### config.mk
export PLATFORM = sky130hd
export DESIGN_NAME = instr_fetch_unit_flat
export DESIGN_NICKNAME = d
export VERILOG_FILES = /design/src/rtl/cpu_pkg.sv /design/src/rtl/instr_fetch_unit_if.sv /design/src/rtl/fetch_pc_gen.sv /design/src/rtl/instr_fetch_unit.sv /design/src/flat_wrapper.sv
export SDC_FILE = /design/constraint.sdc
export NUM_CORES = 1
export LEC_CHECK = 0
export BUFFER_PORTS_ARGS = -buffer_cell sky130_fd_sc_hd__buf_2
export CORE_MARGIN = 5
export CORE_UTILIZATION = 50
export DETAILED_ROUTE_END_ITERATION = 6
export HOLD_SLACK_MARGIN = 0.02
export PLACE_DENSITY = 0.82
export SLEW_MARGIN = 20
export SYNTH_ARGS = -nofsm -noshare
export SYNTH_HDL_FRONTEND = slang
export SYNTH_SLANG_ARGS = --single-unit
### constraint.sdc
create_clock -name clk -period 4.29 [get_ports clk]
set_clock_uncertainty 0.15 [all_clocks]
set_input_delay 0.429 -clock clk [delete_from_list [all_inputs] [get_ports clk]]
set_output_delay 0.429 -clock clk [all_outputs]
set_load 0.05 [all_outputs]
### src/rtl/cpu_pkg.sv
// cpu_pkg: shared instruction-format constants and fetch-unit enums
package cpu_pkg;
    localparam int INST_W = 60;
    localparam logic [3:0] OP_BRANCH = 4'b0000;
    localparam logic [3:0] OP_JUMP   = 4'b0001;
    localparam logic [3:0] OP_IMM    = 4'b0010;
    localparam logic [3:0] OP_REG    = 4'b0011;
    localparam int OPC_MSB = 59;
    localparam int OPC_LSB = 56;
    localparam int OFF_MSB = 15;
    localparam int OFF_LSB = 0;
    typedef enum logic [2:0] {S_IDLE, S_REQ, S_RSP, S_ISSUE, S_RESOLVE} fetch_state_e;
    typedef enum logic [1:0] {SEL_INC, SEL_JUMP, SEL_BRANCH} pc_sel_e;
endpackage

### src/rtl/instr_fetch_unit_if.sv
// instr_fetch_unit_if: instruction-memory request/response bus
interface instr_fetch_unit_if #(parameter int ADDR_W = 16);
    import cpu_pkg::*;
    logic              imem_req_valid;
    logic              imem_req_ready;
    logic [ADDR_W-1:0] imem_addr;
    logic              imem_rsp_valid;
    logic [INST_W-1:0] imem_rsp_data;
    modport master(output imem_req_valid, imem_addr, input imem_req_ready, imem_rsp_valid, imem_rsp_data);
    modport slave(input imem_req_valid, imem_addr, output imem_req_ready, imem_rsp_valid, imem_rsp_data);
endinterface

### src/rtl/fetch_pc_gen.sv
// fetch_pc_gen: next-PC select (sequential, branch target, jump target), modulo 2^ADDR_W
module fetch_pc_gen import cpu_pkg::*; #(
    parameter int ADDR_W = 16
) (
    input  logic [ADDR_W-1:0] base_i,
    input  logic [15:0]       off_i,
    input  logic [ADDR_W-1:0] target_i,
    input  pc_sel_e           sel_i,
    output logic [ADDR_W-1:0] next_pc_o
);
    localparam int EXT_W = ADDR_W > 16 ? ADDR_W : 16;
    logic [EXT_W-1:0] off_ext;
    // sign-extend the word offset and pick the redirect source; adds wrap naturally
    always_comb begin
        off_ext   = EXT_W'(signed'(off_i));
        next_pc_o = sel_i == SEL_JUMP ? target_i :
                    sel_i == SEL_BRANCH ? base_i + off_ext[ADDR_W-1:0] : base_i + ADDR_W'(1);
    end
endmodule

### src/rtl/instr_fetch_unit.sv
// instr_fetch_unit: non-pipelined fetch/issue engine with decoder-driven PC redirect
module instr_fetch_unit import cpu_pkg::*; #(
    parameter int                ADDR_W   = 16,
    parameter logic [ADDR_W-1:0] RESET_PC = '0
) (
    input  logic                clk,
    input  logic                rst,
    input  logic                run,
    instr_fetch_unit_if.master  imem,
    output logic [INST_W-1:0]   inst_out,
    output logic [3:0]          opcode,
    output logic [ADDR_W-1:0]   inst_pc,
    output logic                inst_valid,
    input  logic                inst_ready,
    input  logic                branch_en,
    input  logic                jump_en,
    input  logic                br_resolve_valid,
    input  logic                br_taken
);
    fetch_state_e      state_q, state_d;
    logic [ADDR_W-1:0] pc_q, pc_d, inst_pc_q, inst_pc_d, next_pc;
    logic [INST_W-1:0] inst_q, inst_d;
    pc_sel_e           sel;

    fetch_pc_gen #(.ADDR_W(ADDR_W)) u_pc_gen (
        .base_i   (inst_pc_q),
        .off_i    (inst_q[OFF_MSB:OFF_LSB]),
        .target_i (inst_q[ADDR_W-1:0]),
        .sel_i    (sel),
        .next_pc_o(next_pc)
    );

    assign imem.imem_req_valid = state_q == S_REQ;
    assign imem.imem_addr      = pc_q;
    assign inst_valid          = state_q == S_ISSUE;
    assign inst_out            = inst_q;
    assign opcode              = inst_q[OPC_MSB:OPC_LSB];
    assign inst_pc             = inst_pc_q;

    // state, PC and held instruction; reset leaves a harmless register-op in the decoder
    always_ff @(posedge clk or posedge rst) begin
        if (rst) begin
            state_q   <= S_IDLE;
            pc_q      <= RESET_PC;
            inst_pc_q <= '0;
            inst_q    <= {OP_REG, {(INST_W-4){1'b0}}};
        end else begin
            state_q   <= state_d;
            pc_q      <= pc_d;
            inst_pc_q <= inst_pc_d;
            inst_q    <= inst_d;
        end
    end

    // fetch sequencing; jump wins over branch, branches park in RESOLVE until the outcome arrives
    always_comb begin
        state_d   = state_q;
        pc_d      = pc_q;
        inst_pc_d = inst_pc_q;
        inst_d    = inst_q;
        sel       = state_q == S_RESOLVE ? (br_taken ? SEL_BRANCH : SEL_INC) : (jump_en ? SEL_JUMP : SEL_INC);
        case (state_q)
            S_IDLE: state_d = run ? S_REQ : S_IDLE;
            S_REQ:  state_d = imem.imem_req_ready ? S_RSP : S_REQ;
            S_RSP: begin
                if (imem.imem_rsp_valid) begin
                    inst_d    = imem.imem_rsp_data;
                    inst_pc_d = pc_q;
                    state_d   = S_ISSUE;
                end
            end
            S_ISSUE: begin
                if (inst_ready) begin
                    if (!jump_en && branch_en) begin
                        state_d = S_RESOLVE;
                    end else begin
                        pc_d    = next_pc;
                        state_d = run ? S_REQ : S_IDLE;
                    end
                end
            end
            S_RESOLVE: begin
                if (br_resolve_valid) begin
                    pc_d    = next_pc;
                    state_d = run ? S_REQ : S_IDLE;
                end
            end
            default: state_d = S_IDLE;
        endcase
    end
endmodule

### src/flat_wrapper.sv
// flat-port wrapper written by rule: the top's interface ports become plain ports
module instr_fetch_unit_flat import cpu_pkg::*;
#(
    parameter int                ADDR_W   = 16,
    parameter logic [ADDR_W-1:0] RESET_PC = '0
)
  (clk, rst, run, inst_out, opcode, inst_pc, inst_valid, inst_ready, branch_en, jump_en, br_resolve_valid, br_taken, imem_imem_req_valid, imem_imem_addr, imem_imem_req_ready, imem_imem_rsp_valid, imem_imem_rsp_data);
  instr_fetch_unit_if #(.ADDR_W(ADDR_W)) imem_i ();
  input  logic clk;
  input  logic rst;
  input  logic run;
  output logic [INST_W-1:0] inst_out;
  output logic [3:0] opcode;
  output logic [ADDR_W-1:0] inst_pc;
  output logic inst_valid;
  input  logic inst_ready;
  input  logic branch_en;
  input  logic jump_en;
  input  logic br_resolve_valid;
  input  logic br_taken;
  output wire logic [$bits(imem_i.imem_req_valid)-1:0] imem_imem_req_valid;
  output wire logic [$bits(imem_i.imem_addr)-1:0] imem_imem_addr;
  input wire logic [$bits(imem_i.imem_req_ready)-1:0] imem_imem_req_ready;
  input wire logic [$bits(imem_i.imem_rsp_valid)-1:0] imem_imem_rsp_valid;
  input wire logic [$bits(imem_i.imem_rsp_data)-1:0] imem_imem_rsp_data;
  assign imem_imem_req_valid = imem_i.imem_req_valid;
  assign imem_imem_addr = imem_i.imem_addr;
  assign imem_i.imem_req_ready = imem_imem_req_ready;
  assign imem_i.imem_rsp_valid = imem_imem_rsp_valid;
  assign imem_i.imem_rsp_data = imem_imem_rsp_data;
  instr_fetch_unit #(.ADDR_W(ADDR_W), .RESET_PC(RESET_PC)) u_core (.clk(clk), .rst(rst), .run(run), .imem(imem_i), .inst_out(inst_out), .opcode(opcode), .inst_pc(inst_pc), .inst_valid(inst_valid), .inst_ready(inst_ready), .branch_en(branch_en), .jump_en(jump_en), .br_resolve_valid(br_resolve_valid), .br_taken(br_taken));
endmodule
# --- Word level (Yosys, flattened, before mapping) ---
# Index checks and enable logic that the tools add are counted.
word_totals:
  register_bits: 95
  input_bits: 70
  wordCells: 39
classes:
  add_sub_neg: 2
  eq_ne: 10
  mux: 16
  reduce_logical: 7
ops:
  columns: ["op", "n"]
  rows:
  - ["16-bit two-way mux", 5]
  - ["16-bit one-hot mux with 2 select lines", 1]
  - ["16-bit by 1-bit adder with 16-bit output, second input constant", 1]
  - ["16-bit adder", 1]
  - ["3-bit one-hot mux with 5 select lines", 1]
  - ["3-bit two-way mux", 4]
  - ["3-bit by 2-bit equality test with 1-bit output, second input constant", 2]
  - ["2-bit two-way mux", 3]
  - ["2-bit != test, second input constant", 3]
  - ["4-bit AND reduction", 1]
  - ["3-bit by 1-bit equality test with 1-bit output, second input constant", 1]
  - ["3-bit equality test, second input constant", 1]
  - ["3-bit zero test", 1]
  - ["3-bit AND reduction", 1]
  - ["2-bit by 1-bit equality test with 1-bit output, second input constant", 1]
  - ["2-bit equality test, second input constant", 1]
  - ["1-bit two-way mux", 2]
  - ["2-bit by 1-bit != test with 1-bit output, second input constant", 1]
  - ["2-bit AND reduction", 1]
  - ["2-bit nonzero test", 1]
  - ["1-bit logical AND", 1]
  - ["1-bit zero test", 1]

# --- Depth between registers and ports, before layout ---
depth:
  depth_word: 8
  ltp_mapped: 12
  ltp_nobuf: 11

# --- By module ---
# A second synthesis with hierarchy kept.
hier_totals:
  cells_unflattened: 394
  hier_area_um2: 4847.1
by_module_without_submodules:
  columns: ["module", "n_inst", "cells_each", "area_per_inst_um2"]
  rows:
  - ["instr_fetch_unit", 1, 230, 3754.9]
  - ["fetch_pc_gen", 1, 164, 1092.3]

# --- Least setup slack after synthesis ---
# No wires, ideal clock.
synth_path:
  path_type: "register to register"
  startpoint: "register u_core.state_q[2]"
  endpoint: "register u_core.pc_q[15], in the netlist u_core.imem.imem_addr[15]"
  setup_time_ns: 0.070
  t_arrival_ns: 2.527
  path_slack_ns: 1.543
  stages_incl_launch_ff: 12
  path_cell_list: "dfrtp_1 -> buf_4 -> nor3b_4 -> clkbuf_1 -> and3_1 -> ha_1 -> a21oi_1 -> o21ai_0 -> a221o_1 -> a21o_1 -> nor4_1 -> nand3b_1"
synth_between:
  elab_chain_cells: 8
synth_rtl:
  columns: ["item", "line_no", "source"]
  rows:
  - ["start, declared", "instr_fetch_unit.sv:20", "fetch_state_e state_q, state_d;"]
  - ["start signal, assigned", "instr_fetch_unit.sv:48", "state_q <= state_d;"]
  - ["3-bit equality test", "instr_fetch_unit.sv:61, instr_fetch_unit.sv:62", null]
  - ["2-bit two-way mux", "instr_fetch_unit.sv:61", "sel = state_q == S_RESOLVE ? (br_taken ? SEL_BRANCH : SEL_INC) : (jump_en ? SEL_JUMP : SEL_INC);"]
  - ["2-bit equality test", "fetch_pc_gen.sv:17", "sel_i == SEL_BRANCH ? base_i + off_ext[ADDR_W-1:0] : base_i + ADDR_W'(1);"]
  - ["16-bit two-way mux", "fetch_pc_gen.sv:17", null]
  - ["16-bit two-way mux", "fetch_pc_gen.sv:16", "next_pc_o = sel_i == SEL_JUMP ? target_i :"]
  - ["16-bit two-way mux", "instr_fetch_unit.sv:74", "if (!jump_en && branch_en) begin"]
  - ["16-bit two-way mux", "instr_fetch_unit.sv:73", "if (inst_ready) begin"]
  - ["16-bit one-hot mux with 2 select lines", "instr_fetch_unit.sv:62", "case (state_q)"]
  - ["end signal, assigned", "instr_fetch_unit.sv:49", "pc_q <= pc_d;"]
  - ["end, declared", "instr_fetch_unit.sv:21", "logic [ADDR_W-1:0] pc_q, pc_d, inst_pc_q, inst_pc_d, next_pc;"]
# Several ways; a longest one is shown, not always the timed one. The select of a mux whose other input is x is not followed.
# A chain may end at the register's enable or synchronous reset.

# --- Final worst setup path ---
layout_path:
  startpoint: "register u_core.state_q[0]"
  endpoint: "register u_core.pc_q[13], in the netlist u_core.imem.imem_addr[13]"
# Same word-level chain as after synthesis.

==> metrics.md <==
| Metric | Value |
|---|---|
| Slew Limit Fails | 0 |
| Post-synthesis compound-gate area fraction | 9.91% |
| Crit-path max cell delay | between 0.6 and 0.7 ns |
| Mapped Cells | 397 |
| FP Rows | 35 |
| Hold Buf Count CTS | 0 |
| Core ar. | 9240 um^2 |
| # DRC | 0 |
| Worst reg2reg startpoint | u_core.state_q[0] |
| CTS H-tree depth | 3 |
| Synth top area share | 49.1% |
| Buffers on Ports | 167 |
| Register area | 2380 um^2 |
| Vias in the first global route | around 3,900 |
| Mux cell area share after synthesis | between 10% and 20% |
| Post-synth top cells | dfrtp_1, mux2_2, nand2_1 |
| Area grow syn2layout | 23.1% |
| Reg2Reg Capture Point | u_core.imem.imem_addr[13] |
| Tmin final | 3.44 ns |
| Starting Density | 51.3% |
| Via count | 3,663 |
| Most common cell in the synthesized netlist | dfrtp_1 |
| Number of max-cap violations | 0 |
| Filler cells | between 700 and 800 |
| Chip Width | between 100 and 150 um |
| Netlist cell types | 50 |
| Setup crit start kind | flip-flop |
| Clk buf depth | 2 |
| Max frequency | between 0.2 and 0.3 GHz |
| Warnings, synthesis | 0 |
| Synth area leader | dfrtp_1 |
| Adder-Cell Fraction of Synth Area | under 10% |
| CP max stage cell | nor3b_4 |
| Min-delay worst type | in -> async |
| Final core occ | 63.1% |
| Layout cells sized above 1 | 49.3% |
| Post-Syn Nets | 483 |
| Worst-Skew Late Latency | about 0.36 ns |
| Asr flop ratio synth | 100% |
| Setup violations, final | 0 |
| Avg Inst Size Synth | 11.9 um^2 |
| Drt pass-1 iters | 5 |
| Gr busiest metal | met2 |
| Hold violation count in the final report | 0 |
| Crit path capture type | flip-flop |
| GP Congestion | 0.839 |
| Clk slew on worst S/H paths | 0.11 ns |
| Critical-path cell list | nor3b_4, and3_1, ha_1, a211oi_1, o21bai_1, a21oi_1, o31ai_4, xnor2_1, a221oi_1 |
| Synth Area in Simple Gates | roughly an eighth |
| Worst-margin pin slew | between 0.8 and 0.9 ns |
| Post-Layout Inst Area | slightly below 6000 um^2 |
| CTS resizes | 0 |
| Worst EP required | 4.40 ns |
| Synthesized area | 4740 um^2 |
| Synth top area cells | dfrtp_1, mux2_2, ha_1 |
| FF-to-FF setup slack | 0.85 ns |
| Dpl cell area | 5630 um^2 |
| Post-CTS setup buffer count | 0 |
| I/O pins | approximately 170 |
| M2 GR Usage | 35.2% |
| Critical setup path kind | reg -> reg |
| GR Util All Layers | 20.8% |
| Cell family with most CP delay | compound AO/OA/AOI/OAI gates |
| #FFs+latches synth | 95 |
| CP max FO | 16 |
| Nets@finish | 639 |
| Max_slew headroom | 45.7% |
| Outcome | completed |
| Met1 GRT Util | 25.9% |
| Main combinational cell family by area after synthesis | multiplexers |
| Post-synth EDFFs | 0 |
| CTS Root Cell | clkbuf_8 |
| Post-synthesis sequential area ratio | approximately half |
| Area occupied by multi-input gates | 2210 um^2 |
| ANT cells | 0 |
| WP buf/inv | 0 |
| CTS tree | built |
| Die ar. | 11,500 um^2 |
| Clock Sinks | 95 |
| RSZ-0062 raised after global routing | false |
| Vias/cell | 5.33 |
| Clock buffer count from CTS | 9 |
| Crit share post-route | 80.3% |
| Routed WL per cell | 16.9 um |
| DRT iter0 DRCs | between 100 and 150 |
| Post-synth top flop | dfrtp_1 |
| Worst R2R Path Depth | 9 |
| Largest net degree at the start of global routing | 67 |
| Routed wire length | about 12,000 um |
| Post-synthesis xor/xnor area fraction | 1.85% |
| Die H | approximately 110 um |
| Post-DP HPWL | 8870 um |
| Initial antenna violation count | 0 |
| Crit path from | u_core.state_q[0] |
| Setup TNS Final | 0 ns |
| Detail Route Antenna Nets | 0 |
| Grt ovf | 0 |
| Met3 GRT Util | 6.42% |
| Worst EP arrival | 3.55 ns |
| Hold_ws | 0.0596 ns |
| Global-route wire length before repair | 19,300 um |
## worst max-delay path by stage
| stage | endpoint | slack (ns) | cells after the start |
|---|---|---|---|
| after floorplan | u_core.imem.imem_addr[0] | 1.24 | 1 |
| after CTS | u_core.imem.imem_addr[13] | 0.84 | 9 |
| final | u_core.imem.imem_addr[13] | 0.85 | 9 |
| after global routing | u_core.imem.imem_addr[12] | 0.56 | 11 |
| after detailed placement | u_core.imem.imem_addr[13] | 0.90 | 9 |
| after global placement | u_core.imem.imem_addr[8] | 1.0 | 11 |
## cells by family (layout without fill, tap and decap cells)
kind of cell	after synthesis	in the layout
simple gates	102	102
flops	95	95
mux	78	78
compound gates	65	65
buf+inv	31	192
fa+ha+maj	16	16
xor+xnor	10	10
## routing by layer
| metal | routed length [um] | part of all wire [%] |
|---|---|---|
| met4 | 161 | 1.4 |
| met1 | 4730 | 41 |
| met3 | 950 | 8.2 |
| met2 | 5780 | 50 |
| met5 | 0 | 0 |
## sequential cells by signal, summed over array words and instances (netlist names)
signal and flops:
u_core.inst_out 60, u_core.inst_pc 16, u_core.imem.imem_addr 16, u_core.state_q 3
## layout make-up
class	count	share of cell area, %
timing repair buffer	170	14.7
sequential	95	40.8
inverter	6	0.429
clock buffer	9	2.12
multi-input combinational	271	37.9
tap	129	2.77
clock inverter	7	1.27
## placed cells by master (no fill, tap or decap), drive strengths merged, types with 3 or more instances in the layout
| cell type | n |
|---|---|
| mux2 | 76 |
| buf | 170 |
| clkbuf | 9 |
| and3 | 16 |
| nor2 | 23 |
| o211ai | 6 |
| dfrtp | 93 |
| nand3b | 3 |
| a21o | 8 |
| xnor2 | 7 |
| xor2 | 3 |
| ha | 15 |
| inv | 10 |
| o31ai | 3 |
| nand2 | 35 |
| and2 | 4 |
| a21oi | 10 |
| clkinv | 3 |
| nand2b | 5 |
| o221ai | 3 |
| a221oi | 4 |
| o21ai | 12 |
| a31oi | 10 |
## through the flow
stage,instances,setup WS [ns]
2_1_floorplan,397,1.24
3_3_place_gp,671,0.998
3_5_place_dp,671,0.896
4_1_cts,687,0.837
5_1_grt,687,0.561
6_report,687,0.847
Power is left out: the tool's default activity adds up to more than one toggle a clock period on the data nets, which glitch-free logic cannot reach.
